<file path="config.mk">
export PLATFORM = sky130hd
export DESIGN_NAME = alu
export DESIGN_NICKNAME = d
export VERILOG_FILES = /design/src/rtl/alu.sv
export SDC_FILE = /design/constraint.sdc
export NUM_CORES = 1
export LEC_CHECK = 0
export BUFFER_PORTS_ARGS = -buffer_cell sky130_fd_sc_hd__buf_2
export CAP_MARGIN = 30
export CORE_MARGIN = 8
export CORE_UTILIZATION = 36
export DETAILED_ROUTE_END_ITERATION = 10
export GPL_TIMING_DRIVEN = 0
export SETUP_SLACK_MARGIN = 0.5
export SLEW_MARGIN = 20
export SYNTH_ARGS = -nofsm -noshare
export SYNTH_HDL_FRONTEND = slang
export SYNTH_SLANG_ARGS = --single-unit
</file>
<file path="constraint.sdc">
create_clock -name clk -period 0.95 [get_ports clk]
set_input_delay 0.0475 -clock clk [delete_from_list [all_inputs] [get_ports clk]]
set_output_delay 0.0475 -clock clk [all_outputs]
set_load 0.05 [all_outputs]
</file>
<file path="src/rtl/alu.sv">
// -----------------------------------------------------------------------------
// alu -- registered arithmetic unit of the accumulator datapath.
//
// Combines the accumulator operand AC with the shared Bus according to a
// 3-bit opcode and captures the result plus a zero flag on the rising clock.
// The result feeds the AC write-back path; Zflag feeds the control unit.
//
// Parameters:
//   reg_width      datapath width of AC, Bus and result (>= 2), default 12
//
// Ports:
//   clk            in   1          system clock, rising-edge active
//   reset          in   1          asynchronous, active-low reset
//   ALU_Operation  in   3          opcode, sampled on rising clk
//   AC             in   reg_width  accumulator operand (A)
//   Bus            in   reg_width  bus operand (B)
//   result         out  reg_width  registered operation result
//   Zflag          out  1          registered zero flag
//
// Interface timing: no handshake. Opcode and operands are sampled together on
// every rising edge and the outputs reflect them one cycle later.
//
// Opcodes: 000 IDLE (hold), 001 PASS, 010 ADD, 011 SUB, 100 MUL (low bits),
//          101 INC, 110 ZERO, 111 reserved (hold) or AND.
//
// Optional feature macro: ALU_EXT_OPS_EN -- when defined, opcode 111 performs
// AC & Bus; when undefined, opcode 111 holds and no AND logic is built.
// -----------------------------------------------------------------------------
module alu #(
    parameter int reg_width = 12
) (
    input  logic                 clk,
    input  logic                 reset,
    input  logic [2:0]           ALU_Operation,
    input  logic [reg_width-1:0] AC,
    input  logic [reg_width-1:0] Bus,
    output logic [reg_width-1:0] result,
    output logic                 Zflag
);

    localparam logic [reg_width-1:0] ONE = reg_width'(1);

    logic [reg_width-1:0] result_q;
    logic [reg_width-1:0] result_d;
    logic                 zflag_q;
    logic                 zflag_d;
    logic [reg_width-1:0] new_val;
    logic                 update;

    // Operation decode. Anything not listed (IDLE, reserved 111 in the base
    // build, or an unknown opcode in simulation) falls to the default and
    // leaves the registers untouched.
    always_comb begin
        new_val = '0;
        update  = 1'b0;
        case (ALU_Operation)
            3'b001: begin new_val = Bus;       update = 1'b1; end
            3'b010: begin new_val = AC + Bus;  update = 1'b1; end
            3'b011: begin new_val = AC - Bus;  update = 1'b1; end
            // Product is evaluated at reg_width, keeping only the low bits.
            3'b100: begin new_val = AC * Bus;  update = 1'b1; end
            3'b101: begin new_val = AC + ONE;  update = 1'b1; end
            3'b110: begin new_val = '0;        update = 1'b1; end
`ifdef ALU_EXT_OPS_EN
            3'b111: begin new_val = AC & Bus;  update = 1'b1; end
`endif
            default: begin new_val = '0;       update = 1'b0; end
        endcase
    end

    always_comb begin
        result_d = result_q;
        zflag_d  = zflag_q;
        if (update) begin
            result_d = new_val;
            zflag_d  = (new_val == '0);
        end
    end

    always_ff @(posedge clk or negedge reset) begin
        if (!reset) begin
            result_q <= '0;
            zflag_q  <= 1'b0;
        end else begin
            result_q <= result_d;
            zflag_q  <= zflag_d;
        end
    end

    assign result = result_q;
    assign Zflag  = zflag_q;

endmodule

</file>
==> summary.md <==
| Metric | Value |
|---|---|
| GRT Overall Usage | `0.1626` |
| # IOs | `42` |
| DIE AREA | `0.01402 mm^2` |
| Top cells by area, synth | `fa_1, ha_1, dfrtp_1` |
| FMAX | `229.4 MHz` |
| CTS sink count | `13` |
| Slew HR | `0.6465` |
| Post-Synth Simple-Gate Area | `0.2051` |
| CTS tree | `built` |
| Largest net degree at the start of global routing | `14` |
| Maximum vdd drop | `1.709 mV` |
| First-pass GRT wire length | `18690 um` |
| Area grow syn2layout | `42.41%` |
| Die Wd | `118.4 um` |
| Fin cells | `681` |
| Combinational fraction of design power | `0.877` |
| Chip height | `118.4 um` |
| Setup TNS | `-29360 ps` |
| Gpl congestion | `0.8820` |
| Sequential share of the synthesized area | `0.08615` |
| RSZ-0062 raised after global routing | `true` |
| Worst path required time | `1090 ps` |
| Synth Area in Compound Gates | `0.1600` |
| Port Buffers | `36` |
| Synth Area in XOR/XNOR | `0.09410` |
| Largest family of logic cells by synthesized area | `adder cells` |
| WP data arrival | `4500 ps` |
| Placed cell count | `648` |
| Post-synth ARST share | `1.000` |
| DRC | `0` |
| Crit Path Class | `in2reg` |
| Critical-path cell list | `buf_12, clkbuf_16, nand2_4, fa_1, inv_2, fa_2, ha_4, fa_1, inv_2, fa_1, inv_2, ha_4, nand2_1, o21ai_2, a21oi_2, xnor2_2, a221o_1, a2111oi_2, nand3_1, o31ai_2` |
| Ant diodes | `0` |
| Post-DP HPWL | `9028 um` |
| Pins Over Slew Limit | `0` |
| Total number of vias | `3442` |
| Sequential share of power | `0.080` |
| Post-Synthesis Cells | `476` |
| Syn_area_per_cell | `7.933 um^2` |
| Final wirelength | `11540 um` |
| Post-synth EDFFs | `0` |
| Number of CTS-inserted buffers | `3` |
| Grt ovf | `0` |
| Final worst slack | `-3410 ps` |
| Clock skew | `0 ps` |
| Final Hold Violating Endpoints | `13` |
| Synth Warn # | `0` |
| Status | `complete, but fails checks` |
| P_int | `5828 uW` |
| # nets final | `656` |
| Switching Power | `5304 uW` |
| Switching Fraction | `0.4764` |
| Mapped Area | `0.003776 mm^2` |
| Slowest CP cell | `fa_2` |
| Core area | `0.01028 mm^2` |
| Syn Nets | `586` |
| Fraction of synthesized area in multiplexers | `0.005302` |
| Clock share of power | `0.043` |
| Clock Path Buffers | `2` |
| Leakage power | `0.002488 uW` |
| WL per Instance | `16.95 um` |
| CP endpoint kind | `flip-flop` |
| PwrDens | `2070 mW/mm^2` |
| Root buffer cell | `clkbuf_8` |
| Post-Synth Adder-Cell Area | `0.3479` |
| Number of global-route vias before repair | `3639` |
| Fraction of layout cells with a size suffix above 1 | `0.3688` |
| Worst hold path class | `in2async` |
| Main synth FF type | `dfrtp_1` |
| # rows | `37` |
| Startpoint Class | `primary input` |
| CTS clk-pin slew, worst paths | `50 ps` |
| Highest net fanout along the worst path | `7` |
| Max_cap viols | `0` |
| Initial Util | `0.3674` |
| Post-route clock period utilization | `4.589` |
| # H-tree levels | `1` |
| Fin crit period | `4360 ps` |
| Slew @ Worst Pin | `530.2 ps` |
| Antenna violations before repair | `0` |
| Area leader, netlist | `fa_1` |
| Clk_lat worst skew | `240 ps` |
| Drt initial violations | `143` |
| First-pass detailed-route iteration total | `4` |
| Area share of the largest cell type after synthesis | `0.2121` |
| Max incr delay on CP | `550 ps` |
| Final ANT Viol Nets | `0` |
| FF+latch count, synth | `13` |
| Synth cell types | `59` |
| Final setup fails | `13` |
| WHS | `-316.5 ps` |
| DR vias/cell | `5.054` |
| Failing checks | `negative hold slack, negative setup slack` |
## synthesized netlist by cell type (3+ instances only)
| cell | instances |
|---|---|
| a211oi_1 | 3 |
| a21o_1 | 6 |
| a21oi_1 | 21 |
| a221o_1 | 3 |
| a22oi_1 | 3 |
| a32oi_1 | 3 |
| and2_1 | 17 |
| buf_2 | 6 |
| clkbuf_1 | 15 |
| dfrtp_1 | 13 |
| fa_1 | 40 |
| ha_1 | 41 |
| inv_1 | 72 |
| nand2_1 | 80 |
| nand2b_1 | 5 |
| nand3_1 | 5 |
| nor2_1 | 23 |
| nor2b_1 | 3 |
| nor3_1 | 5 |
| o211ai_1 | 5 |
| o21a_1 | 6 |
| o21ai_0 | 10 |
| o21bai_1 | 4 |
| or2_2 | 3 |
| or3_1 | 5 |
| xnor2_1 | 25 |
| xor2_1 | 13 |
## cell usage in the layout, fill, tap and decap left out, drive strengths merged, types with 6 or more instances in the layout
master / count
nand2: 80
buf: 74
inv: 72
ha: 41
fa: 40
xnor2: 25
nor2: 24
a21oi: 22
clkbuf: 20
and2: 17
xor2: 13
dfrtp: 13
o21ai: 11
or3: 7
o21a: 6
a21o: 6
## sequential cells by signal (all words and copies together) (netlist names)
signal / cells
Zflag: 1
result: 12
## layer usage
layer	share of wire	track usage	wire length, um
met2	0.52	0.3044	6018
met5	0	0	0
met1	0.42	0.1988	4880
met3	0.047	0.01809	548
met4	0.0079	0.02372	91
## path summary, 6_finish.rpt
path                                         from                      to  slack, ps  cells after the start
max                                        Bus[3]       Zflag$_DFFE_PN0P_      -3410                     20
min reg2reg                 result[3]$_DFFE_PN0P_   result[3]$_DFFE_PN0P_        500                      2
max in group asynchronous                   reset   result[5]$_DFFE_PN0P_       1020                      1
min                                         reset   result[1]$_DFFE_PN0P_       -320                      1
max reg2reg                result[10]$_DFFE_PN0P_  result[10]$_DFFE_PN0P_         90                      1
min in group clk                 ALU_Operation[1]   result[1]$_DFFE_PN0P_        300                      4
## worst max-delay path: cells and delay by family
kind,cells,cell delay (ps)
fa+ha+maj,6,2550
simple gates,3,250
compound gates,5,1130
buf+inv,5,350
xor+xnor,1,150
## kinds of logic (layout without fill, tap and decap cells)
group / after synthesis / count (layout)
compound gates: 84 / 84
xor+xnor: 39 / 39
fa+ha+maj: 81 / 81
buf+inv: 97 / 166
flops: 13 / 13
mux: 2 / 2
simple gates: 160 / 160
## power by group through the flow
| stage | clock, uW | sequential [uW] | combinational (uW) |
|---|---|---|---|
| after floorplan | 0 | 1380 | 4880 |
| after global placement | 0 | 815 | 7050 |
| after detailed placement | 0 | 821 | 7090 |
| after CTS | 502 | 883 | 8570 |
| after global routing | 522 | 906 | 10600 |
| final | 481 | 885 | 9770 |
## timing repair
| action | in CTS | in global routing |
|---|---|---|
| setup endpoints to repair | 26 | 26 |
| hold endpoints to repair | 13 | 13 |
| pin swaps | 26 | 19 |
| setup buffers | 15 | 14 |
| gates resized for setup | 87 | 38 |
## area by class of cell
type	count	area (um^2)
sequential	13	340.3
inverter	72	270.3
clock buffer	4	45.04
buffer	25	324.1
fill	958	4900
timing repair buffer	65	635.6
tap	136	170.2
multi-input combinational	366	3592
## stage by stage
stage | utilization | setup slack [ps] | power [uW] | area, um^2
after global routing | 0.5233 | -3598 | 12020 | 5378
after CTS | 0.4957 | -3350 | 9954 | 5095
after detailed placement | 0.4469 | -3940 | 7907 | 4593
after global placement | 0.4469 | -3899 | 7860 | 4593
after floorplan | - | -3235 | 6264 | 4243
final | 0.5233 | -3410 | 11130 | 5378
Power figures use the tool's default switching activity.
